`config.mk`:
```
export PLATFORM = sky130hd
export DESIGN_NAME = iobuf_selftest_seq
export DESIGN_NICKNAME = d
export VERILOG_FILES = /design/src/rtl/iobuf_selftest_seq.sv
export SDC_FILE = /design/constraint.sdc
export NUM_CORES = 1
export LEC_CHECK = 0
export CORE_MARGIN = 2
export CORE_UTILIZATION = 55
export CTS_CLUSTER_SIZE = 40
export DETAILED_ROUTE_END_ITERATION = 10
export PLACE_DENSITY = 0.91
export SLEW_MARGIN = 20
export SYNTH_ARGS = -nofsm -noshare
export SYNTH_HDL_FRONTEND = slang
export SYNTH_SLANG_ARGS = --single-unit
```
`constraint.sdc`:
```
create_clock -name clk -period 3.08 [get_ports clk]
set_clock_uncertainty 0.15 [all_clocks]
set_input_delay 0.462 -clock clk [delete_from_list [all_inputs] [get_ports clk]]
set_output_delay 0.462 -clock clk [all_outputs]
set_load 0.02 [all_outputs]
```
`src/rtl/iobuf_selftest_seq.sv`:
```
// Purpose : pad self-test sequencer for one tri-state IOBUF. Each iteration drives 0, drives 1, then releases the pad.
// Latency : start accepted on the edge it is seen in IDLE; each run lasts 3*SETTLE*ITERS+1 cycles and ends with a 1-cycle done pulse.
// Backpr. : no flow control. start is ignored while busy, and abort returns to IDLE on the next edge.
//
// Ports:
//   clk, rst        clock, asynchronous active-high reset
//   start, abort    1-cycle run request (IDLE only), synchronous abort
//   io_t, io_i      IOBUF tri-state enable (1 = high-Z) and drive value
//   io_o            IOBUF pad readback (asynchronous, synchronised here)
//   busy, done      run in progress, end-of-run pulse
//   pass            err_cnt==0 for the last completed run, valid from done
//   fail_mask       sticky per-phase fail flags {rel,drv1,drv0}
//   err_cnt         saturating mismatch counter
module iobuf_selftest_seq #(
   parameter int   SETTLE        = 8,
   parameter int   ITERS         = 4,
   parameter bit   CHECK_RELEASE = 1'b1,
   parameter logic RELEASE_LEVEL = 1'b0,
   parameter int   ERR_W         = 8
) (
   input  logic             clk,
   input  logic             rst,
   input  logic             start,
   input  logic             abort,
   output logic             io_t,
   output logic             io_i,
   input  logic             io_o,
   output logic             busy,
   output logic             done,
   output logic             pass,
   output logic [2:0]       fail_mask,
   output logic [ERR_W-1:0] err_cnt
);

   localparam int CNT_W  = (SETTLE > 2) ? $clog2(SETTLE) : 1;
   localparam int ITER_W = (ITERS > 1) ? $clog2(ITERS) : 1;
   localparam logic [CNT_W-1:0]  CNT_RELOAD = CNT_W'(SETTLE - 1);
   localparam logic [ITER_W-1:0] ITER_LAST  = ITER_W'(ITERS - 1);

   typedef enum logic [2:0] {
      S_IDLE,
      S_DRV0,
      S_DRV1,
      S_REL,
      S_DONE
   } state_t;

   state_t              r_state;
   state_t              w_state_nxt;
   logic [CNT_W-1:0]    r_cnt;
   logic [CNT_W-1:0]    w_cnt_nxt;
   logic [ITER_W-1:0]   r_iter;
   logic [ITER_W-1:0]   w_iter_nxt;
   logic                r_sync1;
   logic                r_sync2;
   logic [ERR_W-1:0]    r_err_cnt;
   logic [ERR_W-1:0]    w_err_nxt;
   logic [2:0]          r_fail_mask;
   logic [2:0]          w_fail_nxt;
   logic                r_pass;
   logic                w_pass_nxt;
   logic                r_io_t;
   logic                r_io_i;
   logic                r_busy;
   logic                r_done;
   logic                w_last;
   logic [2:0]          w_mis;

   // Abort in the sample cycle discards the sample, so it also gates the compare.
   assign w_last = (r_cnt == '0) && !abort;

   always_comb begin
      w_state_nxt = r_state;
      w_cnt_nxt   = r_cnt;
      w_iter_nxt  = r_iter;
      w_err_nxt   = r_err_cnt;
      w_fail_nxt  = r_fail_mask;
      w_pass_nxt  = r_pass;
      w_mis       = 3'b000;

      case (r_state)
         S_IDLE: begin
            // If abort and start arrive together, abort wins and nothing is cleared.
            if (start && !abort) begin
               w_state_nxt = S_DRV0;
               w_cnt_nxt   = CNT_RELOAD;
               w_iter_nxt  = '0;
               w_err_nxt   = '0;
               w_fail_nxt  = 3'b000;
               w_pass_nxt  = 1'b0;
            end
         end
         S_DRV0: begin
            if (abort) begin
               w_state_nxt = S_IDLE;
            end else if (w_last) begin
               w_mis[0]    = (r_sync2 != 1'b0);
               w_state_nxt = S_DRV1;
               w_cnt_nxt   = CNT_RELOAD;
            end else begin
               w_cnt_nxt   = r_cnt - 1'b1;
            end
         end
         S_DRV1: begin
            if (abort) begin
               w_state_nxt = S_IDLE;
            end else if (w_last) begin
               w_mis[1]    = (r_sync2 != 1'b1);
               w_state_nxt = S_REL;
               w_cnt_nxt   = CNT_RELOAD;
            end else begin
               w_cnt_nxt   = r_cnt - 1'b1;
            end
         end
         S_REL: begin
            if (abort) begin
               w_state_nxt = S_IDLE;
            end else if (w_last) begin
               w_mis[2]  = CHECK_RELEASE && (r_sync2 != RELEASE_LEVEL);
               w_cnt_nxt = CNT_RELOAD;
               if (r_iter == ITER_LAST) begin
                  w_state_nxt = S_DONE;
               end else begin
                  w_iter_nxt  = r_iter + 1'b1;
                  w_state_nxt = S_DRV0;
               end
            end else begin
               w_cnt_nxt = r_cnt - 1'b1;
            end
         end
         S_DONE: begin
            w_state_nxt = S_IDLE;
         end
         default: begin
            w_state_nxt = S_IDLE;
         end
      endcase

      if (w_mis != 3'b000) begin
         w_fail_nxt = r_fail_mask | w_mis;
         if (r_err_cnt != '1) begin
            w_err_nxt = r_err_cnt + 1'b1;
         end
      end

      // pass is set on entry to DONE, so it already includes the final release compare.
      if ((r_state == S_REL) && (w_state_nxt == S_DONE)) begin
         w_pass_nxt = (w_err_nxt == '0);
      end
   end

   always_ff @(posedge clk or posedge rst) begin
      if (rst) begin
         r_state     <= S_IDLE;
         r_cnt       <= '0;
         r_iter      <= '0;
         r_sync1     <= 1'b0;
         r_sync2     <= 1'b0;
         r_err_cnt   <= '0;
         r_fail_mask <= 3'b000;
         r_pass      <= 1'b0;
         r_io_t      <= 1'b1;
         r_io_i      <= 1'b0;
         r_busy      <= 1'b0;
         r_done      <= 1'b0;
      end else begin
         r_state     <= w_state_nxt;
         r_cnt       <= w_cnt_nxt;
         r_iter      <= w_iter_nxt;
         r_sync1     <= io_o;
         r_sync2     <= r_sync1;
         r_err_cnt   <= w_err_nxt;
         r_fail_mask <= w_fail_nxt;
         r_pass      <= w_pass_nxt;
         // Pad controls and status are registered from the next state so they never glitch.
         r_io_t      <= !((w_state_nxt == S_DRV0) || (w_state_nxt == S_DRV1));
         r_io_i      <= (w_state_nxt == S_DRV1);
         r_busy      <= (w_state_nxt != S_IDLE);
         r_done      <= (w_state_nxt == S_DONE);
      end
   end

   assign io_t      = r_io_t;
   assign io_i      = r_io_i;
   assign busy      = r_busy;
   assign done      = r_done;
   assign pass      = r_pass;
   assign fail_mask = r_fail_mask;
   assign err_cnt   = r_err_cnt;

endmodule

```
-- Word level (Yosys, flattened, before mapping)
Cells that the tools add are included.
W data, S select, Z words.
- add/sub/neg operators: 3
- $mul: 0
- divide/modulo/power cells: 0
- order comparisons: 0
- equal/unequal tests: 13
- shift-type cells: 0
- muxes and demuxes: 35
- bitwise gates (word level): 2
- reduce and logical (&&, ||, !) cells: 22
- operators by type and width (cell ; number):
    $mux W3 ; 14
    $mux W8 ; 4
    $pmux W3 S4 ; 1
    $reduce_bool A2 Y1 ; 6
    $mux W1 ; 10
    $ne A2 B2 Y1 const B ; 5
    $eq A3 B2 Y1 const B ; 3
    $add A8 B1 Y8 const B ; 1
    $logic_not A8 Y1 ; 1
    $mux W2 ; 4
    $ne A8 B8 Y1 const B ; 1
    $eq A3 B1 Y1 const B ; 2
    $logic_not A3 Y1 ; 2
    $pmux W3 S2 ; 1
    $reduce_bool A3 Y1 ; 2
    $reduce_and A5 Y1 ; 1
    $pmux W2 S2 ; 1
    $reduce_and A2 Y1 ; 2
    $eq A3 B3 Y1 const B ; 1
    $logic_and A1 B1 Y1 ; 3
    $or A3 B3 Y3 ; 1
    $reduce_and A3 Y1 ; 1
    $reduce_or A3 Y1 ; 1
    $sub A3 B1 Y3 const B ; 1
    5 further kinds ; 6
- bits in registers: 26
- latch bits: 0
- bits in writable memories: 0
- memory bits (read-only): 0
- output and inout bits: 16
- logic and storage cells: 87
- memories: 0

-- Logic depth before layout (Yosys ltp)
Gate-level depths: netlist of the first run.
- depth in word-level cells: 9
- depth in mapped cells: 8
- gate-level depth less buffers: 7

-- Worst setup path after synthesis of the first run
OpenSTA, ideal clock, no wires.
- path kind: reg2reg
- start point: register r_cnt[0]
- end point: register r_pass (netlist: pass)
- data arrival time: 1604 ps
- data required time: 2800 ps
- path slack: 1196 ps
- cell stages (with the launch flop): 9
- cells stage by stage: dfrtp_1 -> inv_1 -> ha_1 -> nor4b_4 -> o21a_1 -> buf_6 -> a21oi_2 -> a311oi_2 -> o31ai_1
- longest elaborated chain between the ends: 9
- elaborated cells on any way between the ends: 25
- RTL lines (element ; RTL line ; source):
    start, declared ; 50 ; logic [CNT_W-1:0] r_cnt;
    start signal, assigned ; 168 ; r_cnt <= w_cnt_nxt;
    $logic_not A3 Y1 * ; 70 ; assign w_last = (r_cnt == '0) && !abort;
    $logic_and A1 B1 Y1 * ; 70 ;
    $mux W1, on equally long branches ; 96, 118, 107 ;
    $mux W1, on equally long branches ; 116, 105 ;
    $mux W1 ; 81 ; case (r_state)
    $reduce_bool A3 Y1 * ; 139 ; if (w_mis != 3'b000) begin
    $mux W8 * ; 139 ;
    net w_err_nxt[2] ; 57 ; logic [ERR_W-1:0] w_err_nxt;
    $logic_not A8 Y1 * ; 148 ; w_pass_nxt = (w_err_nxt == '0);
    $mux W1 * ; 147 ; if ((r_state == S_REL) && (w_state_nxt == S_DONE)) begin
    end signal, assigned ; 174 ; r_pass <= w_pass_nxt;
    end, declared ; 60 ; logic r_pass;
Mark *: on every way through the listed nets, which the timed path passes. The rest lies on a longest branch.
A chain may end at the register's enable or synchronous reset.

-- Worst setup path in the final report of the first run
- start point: input abort
- end point: register r_err_cnt[5] (netlist: err_cnt[5])
- longest elaborated chain between the ends: 7
- elaborated cells on any way between the ends: 15
- RTL lines (element ; RTL line ; source):
    start, declared ; 24 ; input logic abort,
    $logic_not A1 Y1 ; 70, 84 ;
    $logic_and A1 B1 Y1 ; 70 ;
    $mux W1, on equally long branches ; 96, 118, 107 ;
    $mux W1, on equally long branches ; 116, 105 ;
    $mux W1 ; 81 ;
    $reduce_bool A3 Y1 ; 139 ;
    $mux W8 * ; 139 ;
    net w_err_nxt[5] ; 57 ;
    end signal, assigned ; 172 ; r_err_cnt <= w_err_nxt;
    end, declared ; 56 ; logic [ERR_W-1:0] r_err_cnt;
Marked as above.

==> impl_metrics.toml, run 1 <==
[sta]
setup_viol = 0
fmax_mhz = 444
relSlewSlack_pct = 67.9
setup_slack_ns = 0.829
worst_slew_pin_slew_ns = 0.478
rsz0062_at_grt = "false"
hold_violations = 0
fin_crit_sh_pct = 73.1
drv_slew = 0
fin_tns_setup_ns = 0
fin_crit_ns = 2.25
timing.hold.ws_ns = 0.214

[synthesis]
async_flop_share_pct = 100
synth-edff-count = 0
yosys_most_used_dff = "dfrtp_1"
synth_top_cell_by_area = "dfrtp_1"
synthTopCellsByArea = "dfrtp_1, nand3_1, ha_1"
synth-seq-cells = 26
synth_top_family_by_area = "simple AND/OR/NAND/NOR gates"
netlist.area_leader.share_pct = 45.5
synth_mux_area_share_pct = 2.27
syn_area_um2 = 1380
syn_inst = 140
yosysSeqAreaShare_pct = 47.4
synth_cell_type_count = 43
synth.avg_cell_area_um2 = 9.83
synth_commonest_cells = "dfrtp_1, nand3_1, inv_1, nand2_1, nor2_1"
synth.most_common_cell = "dfrtp_1"
yosys.area_share.xor_xnor_pct = 1.91
synthSimpleGateAreaFrac_pct = 20.5
ys_warn_count = 0
synth_adder_area_share_pct = 3.64
syn_nets = 149
synth-compound-area-share_pct = 18.5

[floorplan]
die_x_um = 54.0
dieArea_um2 = 2920
core_area_um2 = 2430
die_h_um = 54.0
ios = 21
num_rows = 18
initial_utilization_pct = 56.6

[cts]
cts-root-buf = "clkbuf_4"
cts_resized = 0
cts_inserted_buffers = 3
clock_sinks = 26
path_clk_slew_ns = 0.14
htreeDepth = 1
post_cts_hold_buffer_count = 0
post_cts_buffers = 0
clock_path_buffers = 2
cts_tree = "done"
worstSkewPairLatency_ns = 0.33

[setup_path]
critical_path_arrival_ns = 2.32
end_kind = "flop"
criticalPathCategory = "in2reg"
reg2regPathDepth = 7
r2r_slack_ns = 0.90
cp_max_fo = 10
required_ns = 3.15
reg2reg_from = "r_cnt[0]"
start_kind = "input pin"
crit-reg2reg-capture = "err_cnt[5]"

[layout]
synthToLayoutAreaGrowth_pct = 17.4
nNetsFinal = 171
drive_gt1_share_pct = 8.07
diodes = 0
fin_util_pct = 66.4

[global_route]
antenna_found_initial = 0
grt_overflow = 0
grt_max_degree = 27
grt_pass1_wl_um = 4620
grt_use_total_pct = 22.1
grt_pass1_vias = 1049

[detailed_routing]
ant_nets = 0
drt_first_pass_iters = 4
drc = 0
drt_iter0_drc = 34
wl_um = 2910
num_vias = 1164
post_drt_wl_per_cell_um = 15.2
vias_per_cell = 6.09

[status]
status = "finished, final reports clean"

[worst_hold_path]
whs_path_depth = 0
min_from = "r_sync1"
whs_endpoint = "r_sync2"
hold_path.class = "reg2reg"

[placement]
hpwlAfterDp_um = 2110
io_buffers = 20
dp_slack_ns = 0.490
gp_congestion = 0.909

[power_and_ir_drop]
power_mw = 0.575
p_per_area_nw_per_um2 = 356
vdd_ir_drop_max_uv = 270
leakagePower_nw = 0.699

[job]
maxCapViolCount = 0
cells by family (layout without fill, tap and decap cells):
family / Yosys count / count (layout)
and+or+nand+nor: 51 / 51
AOI/OAI and AO/OA: 37 / 37
DFF: 26 / 26
buffers and inverters: 16 / 37
adders and majority gates: 4 / 4
xor gates and xnor gates: 3 / 3
muxes: 3 / 3
cells in the final DEF (no fill, tap or decap), types with 2 or more instances in the layout:
master           Yosys  routed
inv_1               11      11
o31ai_1              2       2
clkdlybuf4s50_1      0      20
and2_2               2       2
clkbuf_4             0       3
a22oi_1              2       2
nor4_1               2       2
a31oi_1              2       2
nand2_1             11      11
nand3_1             13      13
ha_1                 4       4
o21ai_0              7       7
nor2_1              10      10
dfrtp_1             25      25
and4_1               2       2
mux2i_1              2       2
a21oi_1              8       8
xnor2_1              2       2
and3_1               2       2
o211ai_1             5       5
nor2b_1              2       2
buf_4                1       2
sequential cells by signal, indices dropped and copies added, names as in the netlist:
name       cells
err_cnt        8
fail_mask      3
r_cnt          3
r_state        3
r_iter         2
busy           1
done           1
io_i           1
io_t           1
pass           1
r_sync1        1
r_sync2        1
worst max path at each step:
stage	startpoint	endpoint	slack, ns	cells after the start
floorplan	r_cnt[0]	pass	1.20	8
global placement	abort	pass	0.59	6
detailed placement	abort	pass	0.49	6
CTS	abort	pass	0.86	6
global route	abort	err_cnt[5]	0.68	6
finish	abort	err_cnt[5]	0.83	6
routing by layer:
layer,up-vias,wire length (um),GRT usage (%)
li1,557,-,-
met5,-,0,0
met1,569,1350,29.5
met4,0,42,9.58
met2,34,1430,36.4
met3,4,93,2.50
critical path: stages:
cell and delay (ns):
clkdlybuf4s50_1 0.53, nor4b_4 0.41, o21a_1 0.41, nand3_1 0.20, o211ai_1 0.20, o41ai_1 0.10
report_power, final:
part           leakage, nW  switching (mW)  internal, mW
Clock               0.0150           0.103        0.0508
Combinational        0.344          0.0338        0.0245
Sequential           0.340          0.0102         0.353
Total                0.699           0.146         0.429
area by class of cell:
| type | count | area [um2] |
|---|---|---|
| clock buffer | 4 | 26.3 |
| fill | 212 | 817 |
| inverter | 11 | 41.3 |
| multi-input combinational | 98 | 643 |
| sequential | 26 | 652 |
| tap | 30 | 37.5 |
| timing repair buffer | 22 | 215 |
per-stage QoR:
step,cell area [um2],cells
2_1_floorplan,1380,140
3_3_place_gp,1590,187
3_5_place_dp,1590,187
4_1_cts,1620,191
5_1_grt,1620,191
6_report,1620,191
(Power assumes the default switching activity.)
==> inputs of run 2 (changes only) <==
--- a/config.mk
+++ b/config.mk
@@ -5,11 +5,12 @@
 export SDC_FILE = /design/constraint.sdc
 export NUM_CORES = 1
 export LEC_CHECK = 0
+export CORE_ASPECT_RATIO = 0.5
 export CORE_MARGIN = 2
-export CORE_UTILIZATION = 55
+export CORE_UTILIZATION = 53
 export CTS_CLUSTER_SIZE = 40
 export DETAILED_ROUTE_END_ITERATION = 10
-export PLACE_DENSITY = 0.91
+export PLACE_DENSITY = 0.89
 export SLEW_MARGIN = 20
 export SYNTH_ARGS = -nofsm -noshare
 export SYNTH_HDL_FRONTEND = slang
==> constraint.sdc (replaced) <==
create_clock -name clk -period 2.1 [get_ports clk]
set_clock_uncertainty 0.15 [all_clocks]
set_input_delay 0.315 -clock clk [delete_from_list [all_inputs] [get_ports clk]]
set_output_delay 0.315 -clock clk [all_outputs]
set_load 0.02 [all_outputs]
==> run 2 against run 1 <==
Critical path depth up 2. Final area rose by 8.3%. Die area increased by 4.3%. Utilization is 8.3 points higher. Clock power increased to 2.7 times the previous value. Register-to-register slack got worse by 0.77 ns. Largest power group unchanged. Sequential cell count did not move. Clock-buffer cell count fell by 1. Sequential power increased by 47%. Final cell count increased by 7.3%. Critical path type is now reg2reg. Setup slack worse by 0.70 ns.
==> impl_metrics.toml, run 2 (same netlist as run 1, synthesis figures left out) <==
[layout]
drive_gt1_share_pct = 15.9
nNetsFinal = 180
diodes = 0
n_fill_cell = 167
fin_cells = 205
final_common_cell = "dfrtp_1"
synthToLayoutAreaGrowth_pct = 27.1
largest_reg_flops = 8
layout_common_cells = "dfrtp_1, clkdlybuf4s50_1, nand3_1"

[cts]
clock_sinks = 26
post_cts_buffers = 0
cts_inserted_buffers = 3
cts_tree = "done"
htreeDepth = 1
cts-root-buf = "clkbuf_8"
path_clk_slew_ns = 0.09
clock_path_buffers = 2
worstSkewPairLatency_ns = 0.27

[global_route]
grt_pass1_wl_um = 5090
grt_overflow = 0
grt_pass1_vias = 1124
antenna_found_initial = 0
grt_max_degree = 27
grt_use_total_pct = 22.4

[floorplan]
dieArea_um2 = 3050
die_x_um = 76.1
die_h_um = 40.0
core_area_um2 = 2340
ios = 21
initial_utilization_pct = 58.8
num_rows = 12

[power_and_ir_drop]
p_per_area_nw_per_um2 = 603
p_switching_mw = 0.237
power_frac_seq_pct = 50.6
p_sw_share_pct = 22.5
vdd_ir_drop_max_uv = 323
combPwrFrac_pct = 9.5
leakagePower_nw = 0.755
power_mw = 1.05
pwr-share-clk_pct = 39.9
power.internal_mw = 0.817

[placement]
io_buffers = 20
placed_cells = 201
gp_congestion = 0.898
hpwlAfterDp_um = 2280
dp_slack_ns = -0.0580

[status]
status = "finished, final reports clean"

[detailed_routing]
num_vias = 1204
post_drt_wl_per_cell_um = 15.5
ant_nets = 0
wl_um = 3170
drc = 0
drt_iter0_drc = 81
vias_per_cell = 5.87
drt_first_pass_iters = 4

[setup_path]
criticalPathCategory = "reg2reg"
start_kind = "flop"
cpLargestDelayFamily = "compound AO/OA/AOI/OAI gates"
end_kind = "flop"
cp_max_fo = 6
critical_path_arrival_ns = 2.01
required_ns = 2.14
critPathMaxStageDelay_ns = 0.41
cp_num_buf_inv = 2
cp_slowest_cell = "dfrtp_1"
crit_chain = "inv_2 > ha_4 > nor4b_4 > buf_4 > nand4_1 > a31oi_1 > o211ai_1 > o31ai_1"

[sta]
rsz0062_at_grt = "true"
fin_crit_sh_pct = 93.7
hold_violations = 0
fin_crit_ns = 1.97
setup_slack_ns = 0.132
setup_viol = 0
timing.hold.ws_ns = 0.239
drv_slew = 0
relSlewSlack_pct = 73.8
fin_tns_setup_ns = 0
worst_slew_pin_slew_ns = 0.389
fmax_mhz = 508

[worst_hold_path]
hold_path.class = "in2async"

[job]
maxCapViolCount = 0
==> run 2: changes by cell type in the layout (fill, tap and decap cells not counted), moves of 2 or more <==
cell | previous run | this run
inv_2 | 0 | 2
buf_4 | 2 | 11
clkbuf_8 | 0 | 3
clkbuf_4 | 3 | 0
ha_1 | 4 | 2
inv_1 | 11 | 9
==> run 2: final timing paths <==
path | from | to | slack, ns | cells after the start
setup / recovery | r_cnt[1] | pass | 0.13 | 8
hold / removal | rst | r_state[1] | 0.24 | 3
setup reg to reg | r_cnt[1] | pass | 0.13 | 8
hold reg to reg | r_sync1 | r_sync2 | 0.24 | 0
max in group asynchronous | rst | io_t | 1.27 | 3
min in group clk | r_sync1 | r_sync2 | 0.24 | 0
==> run 2: stage by stage <==
step / utilization, % / instance area, um2
floorplan: - / 1380
global placement: 71.0 / 1660
detailed placement: 71.0 / 1660
CTS: 74.0 / 1730
global route: 74.7 / 1750
finish: 74.7 / 1750
==> run 2: layer usage <==
layer	global-route usage, %	share of wire, %	vias up
li1	-	-	566
met1	27.5	46	581
met2	40.6	47	53
met3	6.53	6.4	4
met4	6.82	0.85	0
met5	0	0	-
==> run 2: worst register-to-register path, cell delays in order (launching register included) <==
cell,delay (ns)
dfrtp_1,0.41
inv_2,0.09
ha_4,0.13
nor4b_4,0.21
buf_4,0.18
nand4_1,0.15
a31oi_1,0.21
o211ai_1,0.12
o31ai_1,0.23
==> run 2: cell type report <==
cell class	instances	area, um2	share of cell area, %
clock inverter	1	30.0	1.72
multi-input combinational	98	658	37.6
sequential	26	652	37.3
tap	35	43.8	2.50
inverter	11	41.3	2.36
timing repair buffer	31	283	16.2
clock buffer	3	41.3	2.36
==> run 2: what timing repair did <==
item | 4_1_cts | 5_1_grt
gates resized for setup | 0 | 5
endpoints found under the setup margin | 0 | 2
hold buffers | 0 | 0
==> run 2: power groups by stage <==
stage	logic (mW)	registers [mW]	clock network, mW
floorplan	0.0570	0.540	0
global placement	0.0870	0.540	0
detailed placement	0.0920	0.542	0
CTS	0.0924	0.532	0.426
global route	0.112	0.536	0.442
finish	0.100	0.534	0.420
==> inputs of run 3 (changes only) <==
--- a/config.mk
+++ b/config.mk
@@ -5,12 +5,11 @@
 export SDC_FILE = /design/constraint.sdc
 export NUM_CORES = 1
 export LEC_CHECK = 0
-export CORE_ASPECT_RATIO = 0.5
-export CORE_MARGIN = 2
-export CORE_UTILIZATION = 53
+export CORE_UTILIZATION = 55
+export CTS_BUF_LIST = sky130_fd_sc_hd__clkbuf_8
 export CTS_CLUSTER_SIZE = 40
 export DETAILED_ROUTE_END_ITERATION = 10
-export PLACE_DENSITY = 0.89
+export PLACE_DENSITY = 0.91
 export SLEW_MARGIN = 20
 export SYNTH_ARGS = -nofsm -noshare
 export SYNTH_HDL_FRONTEND = slang
==> constraint.sdc (replaced) <==
create_clock -name clk -period 2.16 [get_ports clk]
set_clock_uncertainty 0.15 [all_clocks]
set_input_delay 0.324 -clock clk [delete_from_list [all_inputs] [get_ports clk]]
set_output_delay 0.324 -clock clk [all_outputs]
set_load 0.02 [all_outputs]
==> run 3 against run 2 <==
Via count rose by 1.6%. Sequential power down 3%. Wire length fell by 0.47%. Sequential share of layout area up 0.20 points. Utilization increased by 2.1 points. Register-to-register slack worse by 0.03 ns.
==> impl_metrics.toml, run 3 (same netlist as run 1, synthesis figures left out) <==
[status]
status = "finished, final reports clean"

[setup_path]
critPathMaxStageDelay_ns = 0.42
criticalPathCategory = "reg2reg"
required_ns = 2.19
cp_slowest_cell = "dfrtp_1"
cpLargestDelayFamily = "compound AO/OA/AOI/OAI gates"
cp_num_buf_inv = 2
crit_chain = "inv_2 > ha_4 > nor4b_4 > buf_4 > nand4_1 > a31oi_1 > o211ai_1 > o31ai_1"
cp_max_fo = 5
critical_path_arrival_ns = 2.10
start_kind = "flop"
end_kind = "flop"

[sta]
relSlewSlack_pct = 75.0
fin_crit_sh_pct = 95.5
fin_tns_setup_ns = 0
fin_crit_ns = 2.06
worst_slew_pin_slew_ns = 0.373
fmax_mhz = 485
hold_violations = 0
setup_viol = 0
drv_slew = 0
timing.hold.ws_ns = 0.207

[cts]
cts_tree = "done"
cts_inserted_buffers = 3
path_clk_slew_ns = 0.09
worstSkewPairLatency_ns = 0.27
post_cts_hold_buffer_count = 0
clock_sinks = 26
clock_path_buffers = 2
cts-root-buf = "clkbuf_8"
htreeDepth = 1

[global_route]
grtUsageMet1_pct = 36.5
grt.busiest_layer = "met2"
met3_usage_pct = 2.92
grt_use_met2_pct = 41.9
grt_pass1_wl_um = 5160
grt_use_total_pct = 26.6
grt_max_degree = 27
grt_pass1_vias = 1142
antenna_found_initial = 0
grt_overflow = 0

[layout]
diodes = 0
layout_common_cells = "dfrtp_1, clkdlybuf4s50_1, nand3_1"
final_common_cell = "dfrtp_1"
synthToLayoutAreaGrowth_pct = 26.9
nNetsFinal = 178
n_fill_cell = 158
largest_reg_flops = 8
drive_gt1_share_pct = 17.3

[detailed_routing]
drt_first_pass_iters = 4
post_drt_wl_per_cell_um = 16.1
wl_um = 3150
vias_per_cell = 6.24
drc = 0
ant_nets = 0
num_vias = 1223
drt_iter0_drc = 70

[floorplan]
dieArea_um2 = 2710
core_area_um2 = 2280
die_h_um = 52.0
ios = 21
num_rows = 17
initial_utilization_pct = 60.5
die_x_um = 52.0

[power_and_ir_drop]
p_per_area_nw_per_um2 = 583
vdd_ir_drop_max_uv = 444
leakagePower_nw = 0.751

[worst_hold_path]
hold_path.class = "reg2reg"

[placement]
hpwlAfterDp_um = 2140
io_buffers = 20
gp_congestion = 0.906

[job]
maxCapViolCount = 0
-- run 3: cell count changes in the layout (fill, tap and decap cells not counted) --
cell	change
nor3b_1	-1
nor3b_2	+1
dfrtp_2	+2
buf_12	+1
buf_4	-3
o21a_2	+1
dfrtp_1	-2
o21a_1	-1
-- run 3: repair_timing --
item | CTS | global route
setup endpoints to repair | 0 | 2
buffers inserted | 0 | 2
gates resized for setup | 0 | 9
-- run 3: worst paths after layout --
check | from | to | slack (ns) | depth (start not counted)
max reg2reg | r_cnt[0] | pass | 0.1 | 8
min | r_sync1 | r_sync2 | 0.21 | 0
max in group asynchronous | rst | io_t | 1.32 | 3
min in group asynchronous | rst | err_cnt[6] | 0.25 | 3
max | r_cnt[0] | pass | 0.1 | 8
min reg2reg | r_sync1 | r_sync2 | 0.21 | 0
-- run 3: layer usage --
metal	vias to the layer above	routed length, um	share of wire, %
met4	0	64	2.0
met1	576	1340	42
li1	567	-	-
met5	-	0	0
met3	10	245	7.8
met2	70	1510	48
-- run 3: worst register-to-register path, delay by kind of cell (launching register included) --
family	cells	cell delay [ns]
buffers and inverters	2	0.28
and+or+nand+nor	2	0.36
adders and majority gates	1	0.13
DFF	1	0.42
AOI/OAI and AO/OA	3	0.63
-- run 3: cell type report --
type                       instances  area [um2]  area share [%]
inverter                          11        41.3            2.36
sequential                        26         654            37.5
timing repair buffer              29         280            16.0
clock inverter                     1        30.0            1.72
clock buffer                       3        41.3            2.36
tap                               28        35.0            2.01
multi-input combinational         98         664            38.0
-- run 3: per-stage QoR --
step	setup slack (ns)	utilization, %	area (um2)	power (mW)	cells
detailed placement	-0.0345	71.9	1640	0.617	190
floorplan	0.276	-	1380	0.581	140
CTS	0.0603	75.0	1710	1.02	194
global route	-0.0131	76.7	1750	1.06	196
finish	0.0971	76.7	1750	1.02	196
global placement	0.0211	71.9	1640	0.609	190
-- run 3: power breakdown --
part           internal [mW]  leakage (nW)  switching [mW]
Clock                  0.248        0.0357           0.153
Combinational         0.0438         0.379          0.0548
Sequential             0.504         0.336          0.0149
